===== src/rtl/mima_mem_pkg.sv =====
// mima_mem_pkg: access codes and arbiter types shared by the memory port arbiter
package mima_mem_pkg;
    localparam logic [2:0] ACC_LB  = 3'b000;
    localparam logic [2:0] ACC_LH  = 3'b001;
    localparam logic [2:0] ACC_LW  = 3'b010;
    localparam logic [2:0] ACC_LBU = 3'b100;
    localparam logic [2:0] ACC_LHU = 3'b101;
    typedef enum logic {PORT_IF, PORT_LSU} port_t;
    typedef enum logic [1:0] {IDLE, ISSUE, RESP} arb_state_t;
endpackage


===== src/rtl/mem_port_arbiter_if.sv =====
// mem_port_arbiter_if: fetch, load/store and ram bundles; master drives the request side
interface mem_fetch_if #(parameter int AW = 32);
    logic          req_valid;
    logic          req_ready;
    logic [AW-1:0] addr;
    logic          resp_valid;
    logic [31:0]   rdata;
    logic          err;
    modport master (output req_valid, addr, input req_ready, resp_valid, rdata, err);
    modport slave  (input req_valid, addr, output req_ready, resp_valid, rdata, err);
endinterface

interface mem_req_if #(parameter int AW = 32);
    logic          req_valid;
    logic          req_ready;
    logic          we;
    logic [2:0]    access;
    logic [AW-1:0] addr;
    logic [31:0]   wdata;
    logic          resp_valid;
    logic [31:0]   rdata;
    logic          err;
    modport master (output req_valid, we, access, addr, wdata, input req_ready, resp_valid, rdata, err);
    modport slave  (input req_valid, we, access, addr, wdata, output req_ready, resp_valid, rdata, err);
endinterface

interface ram_if #(parameter int AW = 32);
    logic          load;
    logic          store;
    logic [2:0]    access;
    logic [AW-1:0] addr;
    logic [31:0]   data_in;
    logic [31:0]   data_out;
    modport master (output load, store, access, addr, data_in, input data_out);
    modport slave  (input load, store, access, addr, data_in, output data_out);
endinterface


===== src/rtl/mem_align_chk.sv =====
// mem_align_chk: flags misaligned, unknown, or store-with-unsigned-code accesses
module mem_align_chk
    import mima_mem_pkg::*;
(
    input  logic [2:0] access,
    input  logic [1:0] addr_lo,
    input  logic       we,
    output logic       err
);
    logic bad_code;
    logic misaligned;
    assign bad_code   = access == 3'b011 || access[2:1] == 2'b11 || (we && access[2]);
    assign misaligned = ((access == ACC_LH || access == ACC_LHU) && addr_lo[0]) ||
                        (access == ACC_LW && addr_lo != 2'b00);
    assign err = bad_code || misaligned;
endmodule


===== src/rtl/mem_port_arbiter.sv =====
// mem_port_arbiter: round-robin sharing of one ram between instruction fetch and load/store
module mem_port_arbiter
    import mima_mem_pkg::*;
#(
    parameter int RD_LATENCY = 1,
    parameter int AW         = 32
) (
    input  logic       clk,
    input  logic       rst,
    mem_fetch_if.slave fetch,
    mem_req_if.slave   lsu,
    ram_if.master      ram
);
    localparam int CW = $clog2(RD_LATENCY + 1);

    arb_state_t    state_q, state_d;
    port_t         last_q, last_d, port_q, port_d;
    logic          we_q, we_d, err_q, err_d, rv_q, rv_d, ld_q, ld_d, st_q, st_d;
    logic [2:0]    access_q, access_d;
    logic [AW-1:0] addr_q, addr_d;
    logic [31:0]   wdata_q, wdata_d, rdata_q, rdata_d;
    logic [CW-1:0] cnt_q, cnt_d;

    logic          win_if, accept, sel_we, sel_err, issue, last_cycle;
    logic [2:0]    sel_access;
    logic [AW-1:0] sel_addr;
    logic [31:0]   sel_wdata;

    // On a tie the port that did not win last time gets the slot
    assign win_if     = fetch.req_valid && (!lsu.req_valid || last_q == PORT_LSU);
    assign accept     = state_q == IDLE && !rst && (fetch.req_valid || lsu.req_valid);
    assign fetch.req_ready = accept && win_if;
    assign lsu.req_ready   = accept && !win_if;

    assign sel_we     = win_if ? 1'b0 : lsu.we;
    assign sel_access = win_if ? ACC_LW : lsu.access;
    assign sel_addr   = win_if ? fetch.addr : lsu.addr;
    assign sel_wdata  = win_if ? '0 : lsu.wdata;

    mem_align_chk u_chk (
        .access  (sel_access),
        .addr_lo (sel_addr[1:0]),
        .we      (sel_we),
        .err     (sel_err)
    );

    assign issue      = state_q == ISSUE;
    assign last_cycle = we_q || cnt_q == CW'(1);

    always_comb begin
        state_d  = state_q;
        last_d   = last_q;
        port_d   = port_q;
        we_d     = we_q;
        access_d = access_q;
        addr_d   = addr_q;
        wdata_d  = wdata_q;
        err_d    = err_q;
        cnt_d    = cnt_q;
        rdata_d  = rdata_q;
        rv_d     = 1'b0;
        ld_d     = 1'b0;
        st_d     = 1'b0;
        case (state_q)
            IDLE: if (accept) begin
                state_d  = sel_err ? RESP : ISSUE;
                last_d   = win_if ? PORT_IF : PORT_LSU;
                port_d   = win_if ? PORT_IF : PORT_LSU;
                we_d     = sel_we;
                access_d = sel_access;
                addr_d   = sel_addr;
                wdata_d  = sel_wdata;
                err_d    = sel_err;
                cnt_d    = CW'(RD_LATENCY);
                rdata_d  = '0;
                rv_d     = sel_err;
                ld_d     = !sel_err && !sel_we;
                st_d     = !sel_err && sel_we;
            end
            ISSUE: if (last_cycle) begin
                state_d = RESP;
                rv_d    = 1'b1;
                rdata_d = we_q ? '0 : ram.data_out;
            end else begin
                cnt_d = cnt_q - CW'(1);
                ld_d  = 1'b1;
            end
            default: state_d = IDLE;
        endcase
    end

    always_ff @(posedge clk) begin
        if (rst) begin
            state_q  <= IDLE;
            last_q   <= PORT_LSU;
            port_q   <= PORT_IF;
            we_q     <= 1'b0;
            access_q <= '0;
            addr_q   <= '0;
            wdata_q  <= '0;
            err_q    <= 1'b0;
            cnt_q    <= '0;
            rdata_q  <= '0;
            rv_q     <= 1'b0;
            ld_q     <= 1'b0;
            st_q     <= 1'b0;
        end else begin
            state_q  <= state_d;
            last_q   <= last_d;
            port_q   <= port_d;
            we_q     <= we_d;
            access_q <= access_d;
            addr_q   <= addr_d;
            wdata_q  <= wdata_d;
            err_q    <= err_d;
            cnt_q    <= cnt_d;
            rdata_q  <= rdata_d;
            rv_q     <= rv_d;
            ld_q     <= ld_d;
            st_q     <= st_d;
        end
    end

    assign fetch.resp_valid = rv_q && port_q == PORT_IF;
    assign fetch.rdata      = fetch.resp_valid ? rdata_q : '0;
    assign fetch.err        = fetch.resp_valid && err_q;
    assign lsu.resp_valid   = rv_q && port_q == PORT_LSU;
    assign lsu.rdata        = lsu.resp_valid ? rdata_q : '0;
    assign lsu.err          = lsu.resp_valid && err_q;

    assign ram.load    = ld_q;
    assign ram.store   = st_q;
    assign ram.access  = issue ? access_q : '0;
    assign ram.addr    = issue ? addr_q : '0;
    assign ram.data_in = issue && we_q ? wdata_q : '0;
endmodule


===== src/flat_wrapper.sv =====
// flat-port wrapper written by rule: the top's interface ports become plain ports
module mem_port_arbiter_flat import mima_mem_pkg::*;
#(
    parameter int RD_LATENCY = 1,
    parameter int AW         = 32
)
  (clk, rst, fetch_req_valid, fetch_addr, fetch_req_ready, fetch_resp_valid, fetch_rdata, fetch_err, lsu_req_valid, lsu_we, lsu_access, lsu_addr, lsu_wdata, lsu_req_ready, lsu_resp_valid, lsu_rdata, lsu_err, ram_load, ram_store, ram_access, ram_addr, ram_data_in, ram_data_out);
  mem_fetch_if #(.AW(AW)) fetch_i ();
  mem_req_if #(.AW(AW)) lsu_i ();
  ram_if #(.AW(AW)) ram_i ();
  input  logic clk;
  input  logic rst;
  input wire logic [$bits(fetch_i.req_valid)-1:0] fetch_req_valid;
  input wire logic [$bits(fetch_i.addr)-1:0] fetch_addr;
  output wire logic [$bits(fetch_i.req_ready)-1:0] fetch_req_ready;
  output wire logic [$bits(fetch_i.resp_valid)-1:0] fetch_resp_valid;
  output wire logic [$bits(fetch_i.rdata)-1:0] fetch_rdata;
  output wire logic [$bits(fetch_i.err)-1:0] fetch_err;
  input wire logic [$bits(lsu_i.req_valid)-1:0] lsu_req_valid;
  input wire logic [$bits(lsu_i.we)-1:0] lsu_we;
  input wire logic [$bits(lsu_i.access)-1:0] lsu_access;
  input wire logic [$bits(lsu_i.addr)-1:0] lsu_addr;
  input wire logic [$bits(lsu_i.wdata)-1:0] lsu_wdata;
  output wire logic [$bits(lsu_i.req_ready)-1:0] lsu_req_ready;
  output wire logic [$bits(lsu_i.resp_valid)-1:0] lsu_resp_valid;
  output wire logic [$bits(lsu_i.rdata)-1:0] lsu_rdata;
  output wire logic [$bits(lsu_i.err)-1:0] lsu_err;
  output wire logic [$bits(ram_i.load)-1:0] ram_load;
  output wire logic [$bits(ram_i.store)-1:0] ram_store;
  output wire logic [$bits(ram_i.access)-1:0] ram_access;
  output wire logic [$bits(ram_i.addr)-1:0] ram_addr;
  output wire logic [$bits(ram_i.data_in)-1:0] ram_data_in;
  input wire logic [$bits(ram_i.data_out)-1:0] ram_data_out;
  assign fetch_i.req_valid = fetch_req_valid;
  assign fetch_i.addr = fetch_addr;
  assign fetch_req_ready = fetch_i.req_ready;
  assign fetch_resp_valid = fetch_i.resp_valid;
  assign fetch_rdata = fetch_i.rdata;
  assign fetch_err = fetch_i.err;
  assign lsu_i.req_valid = lsu_req_valid;
  assign lsu_i.we = lsu_we;
  assign lsu_i.access = lsu_access;
  assign lsu_i.addr = lsu_addr;
  assign lsu_i.wdata = lsu_wdata;
  assign lsu_req_ready = lsu_i.req_ready;
  assign lsu_resp_valid = lsu_i.resp_valid;
  assign lsu_rdata = lsu_i.rdata;
  assign lsu_err = lsu_i.err;
  assign ram_load = ram_i.load;
  assign ram_store = ram_i.store;
  assign ram_access = ram_i.access;
  assign ram_addr = ram_i.addr;
  assign ram_data_in = ram_i.data_in;
  assign ram_i.data_out = ram_data_out;
  mem_port_arbiter #(.RD_LATENCY(RD_LATENCY), .AW(AW)) u_core (.clk(clk), .rst(rst), .fetch(fetch_i), .lsu(lsu_i), .ram(ram_i));
endmodule

===== config.mk =====
export PLATFORM = sky130hd
export DESIGN_NAME = mem_port_arbiter_flat
export DESIGN_NICKNAME = d
export VERILOG_FILES = /design/src/rtl/mima_mem_pkg.sv /design/src/rtl/mem_port_arbiter_if.sv /design/src/rtl/mem_align_chk.sv /design/src/rtl/mem_port_arbiter.sv /design/src/flat_wrapper.sv
export SDC_FILE = /design/constraint.sdc
export NUM_CORES = 1
export LEC_CHECK = 0
export ABC_AREA = 1
export BUFFER_PORTS_ARGS = -buffer_cell sky130_fd_sc_hd__buf_2
export CAP_MARGIN = 10
export CORE_AREA = 2 2 107 109
export CTS_BUF_LIST = sky130_fd_sc_hd__clkbuf_16
export DETAILED_ROUTE_END_ITERATION = 8
export DIE_AREA = 0 0 109 111
export GPL_TIMING_DRIVEN = 0
export PLACE_DENSITY = 0.9
export SLEW_MARGIN = 15
export SYNTH_ARGS = -nofsm -noshare
export SYNTH_HDL_FRONTEND = slang
export SYNTH_SLANG_ARGS = --single-unit

===== constraint.sdc =====
create_clock -name clk -period 3.5 [get_ports clk]
set_clock_uncertainty 0.15 [all_clocks]
set_input_delay 0.175 -clock clk [delete_from_list [all_inputs] [get_ports clk]]
set_output_delay 0.175 -clock clk [all_outputs]
set_load 0.005 [all_outputs]

==> metrics <==
commonest non-fill, non-tap cell in the layout=buf_2; hold_ws=0.03059 ns; average size of a mapped cell=6.632 um^2; Hold Crit Start=rst; I/O Buffers=273; Synth Net Count=872; Mapped Cells=736; setup TNS=0 ns; Final Setup Violations=0; io pins=275; buffer depth of the longest clock path=2; core box area=11,080 um^2; Max stage delay on crit path=0.58 ns; status=finished clean; total iterations of the first detailed-routing run=7; net switching power=0.0008694 W; synth top area cells=dfxtp_1 45%, nand2_1 12%, nor2_1 11%, inv_1 8.8%, o21ai_0 5.8%; Max-Cap Viols=0; Congestion Overflow GR=0; # placed instances=1,152; Sink Count=109; Internal=0.002180 W; vias in the first global route=6,418; Cell Chain, Critical Path=inv_1, nand2_1, nand2_2, inv_2, nor2_8, buf_2, nand2_1, a31oi_1, dlygate4sd3_1; num rows=39; CP startpoint kind=flip-flop; WL per Instance=15.63 um; Hold WC Path Type=input port to flip-flop; end of the worst register-to-register path=u_core.addr_q[12]; number of synthesized flops with an enable pin=0; Pins Over Slew Limit=0; gpl congestion=0.8410; reg2reg start=u_core.last_q; headroom to the max-slew limit=0.5859; Synth top area share=0.4471; routed wire length=20.27 mm; vias per cell=5.059; Die Span X=109 um; R2R setup slack=1.24 ns; hold endpoint=u_core.we_q; root buf cell=clkbuf_16; number of gates resized after CTS=0; share of layout cells above drive strength 1=0.2786; clock-pin slew of the registers on the worst-case setup and hold paths=0.07 ns; Worst-Skew Late Latency=0.33 ns; sw frac=0.2851; fraction of registers with async set/reset=0; Clock Power Share=0.324; crit path setup slack, layout=1.242 ns; commonest non-fill, non-tap cells in the layout=286 x buf_2, 154 x nand2_1, 148 x nor2_1; area leader, netlist=dfxtp_1; Sequential Power Share=0.455; Comb power frac=0.220; #FFs+latches synth=109; DRT iter0 DRCs=506; die area=12,100 um^2; Synth Cell Area=4881 um^2; post-layout util=0.7210; DR vias=6,562; Yosys cell types=24; critical path class=flip-flop to flip-flop; leakage power=3.781 nW; Place WS=1.791 ns; first-pass GRT wire length=30.13 mm; largest net degree at the start of global routing=17; FF-to-FF path depth=9; CTS buffer count=9; crit path max fanout=10; Fin. Hold Viols=0; Clock H-tree levels=3; Post-synth top flop=dfxtp_1; DRC=0; peak supply drop=282.9 uV; CTS tree=done; Post-Layout Cell Count=1,297; Max stage delay cell, worst path=dlygate4sd3_1; period utilization=0.6450; Peak Freq=0.4430 GHz; initial cell density of the core=0.4406; Warnings, synthesis=0; DRT antenna net count=0; Worst-Margin Slew=0.6212 ns; RSZ-0062 raised after global routing=no; hpwl dp=12.21 mm; initial antenna violation count=3; register area share after synthesis=0.4471; Most common cell on crit path=nand2_1; CP Capture Type=flip-flop; worst path required time=3.63 ns; worst hold stages=2; minimum clock period after layout=2.258 ns; Pwr Density=381.9 nW/um^2; Area Overhead vs Synth=63.62%; Fillers=792; Critical Path AT=2.39 ns; Total GRT Usage=0.3183; Die Span Y=111 um; # nets final=1,283
-- power by group through the flow --
stage               registers (W)  clock network [W]  logic, W
floorplan                 0.00140                  0  0.000317
global placement          0.00140                  0  0.000503
detailed placement        0.00141                  0  0.000511
CTS                       0.00138            0.00100  0.000635
global route              0.00140            0.00105  0.000729
finish                    0.00139           0.000990  0.000672
-- cells in the mapped netlist, types with 4 or more instances --
library cell,n
a21oi_1,17
o22ai_1,5
nor2_1,148
o21ai_0,57
a31oi_1,31
nand3_1,28
buf_2,13
clkbuf_1,19
o21ai_1,12
buf_4,9
inv_1,114
dfxtp_1,109
nand2_1,154
inv_2,4
-- worst max-delay path: cells and delay by family (launching register included) --
family                 cells  cell delay [ns]
buffers and inverters      4             1.01
AND/OR/NAND/NOR            4             0.57
flip-flops                 1             0.30
AO/OA/AOI/OAI              1             0.17
-- through the flow --
stage          power, W  instance area [um^2]
2_1_floorplan  0.001715                  4881
3_3_place_gp   0.001908                  6426
3_5_place_dp   0.001919                  6426
4_1_cts        0.003019                  7981
5_1_grt        0.003173                  7986
6_report       0.003050                  7986
-- logic make-up (layout without fill, tap and decap cells) --
kind of cell           Yosys count  after routing  synth area share
buffers and inverters          163            579            0.1359
DFF                            109            109            0.4471
other                            0              2                 0
and+or+nand+nor                341            341            0.2812
AOI/OAI and AO/OA              123            123            0.1359
-- registers in the layout, indices dropped and copies added (netlist names) --
register	count
u_core.rdata_q	32
u_core.rv_q	1
u_core.err_q	1
u_core.wdata_q	32
u_core.ram.load	1
u_core.addr_q	32
u_core.last_q	1
u_core.access_q	3
u_core.ram.store	1
u_core.state_q	2
u_core.port_q	1
u_core.cnt_q	1
u_core.we_q	1
-- routing by layer --
| layer | routed length [um] | track usage | part of all wire |
|---|---|---|---|
| met3 | 1808 | 0.06408 | 0.089 |
| met4 | 1180 | 0.2111 | 0.058 |
| met1 | 7087 | 0.3204 | 0.35 |
| met5 | 13 | 0 | 0.00064 |
| met2 | 10180 | 0.5764 | 0.50 |
-- timing repair --
item,4_1_cts,5_1_grt
endpoints found under the hold margin,98,0
hold buffers,127,0
buffers inserted,0,0
-- final cells by class --
| cell class | count | area (um^2) | area share |
|---|---|---|---|
| multi-input combinational | 464 | 2036 | 0.2549 |
| tap | 143 | 178.9 | 0.02240 |
| clock buffer | 9 | 225.2 | 0.02820 |
| timing repair buffer | 400 | 2638 | 0.3303 |
| inverter | 118 | 442.9 | 0.05546 |
| sequential | 109 | 2182 | 0.2732 |
| buffer | 45 | 220.2 | 0.02757 |
| antenna | 2 | 5.005 | 0.0006267 |
| clock inverter | 7 | 58.81 | 0.007363 |
-- worst max path at each step --
stage,from,to,cells after the start
floorplan,u_core.state_q[0],u_core.rdata_q[24],9
global placement,u_core.state_q[0],ram_addr[8],6
detailed placement,u_core.state_q[0],ram_addr[8],6
CTS,u_core.last_q,u_core.addr_q[31],9
global route,u_core.state_q[0],u_core.addr_q[24],9
finish,u_core.last_q,u_core.addr_q[12],9
(Power assumes the default switching activity.)
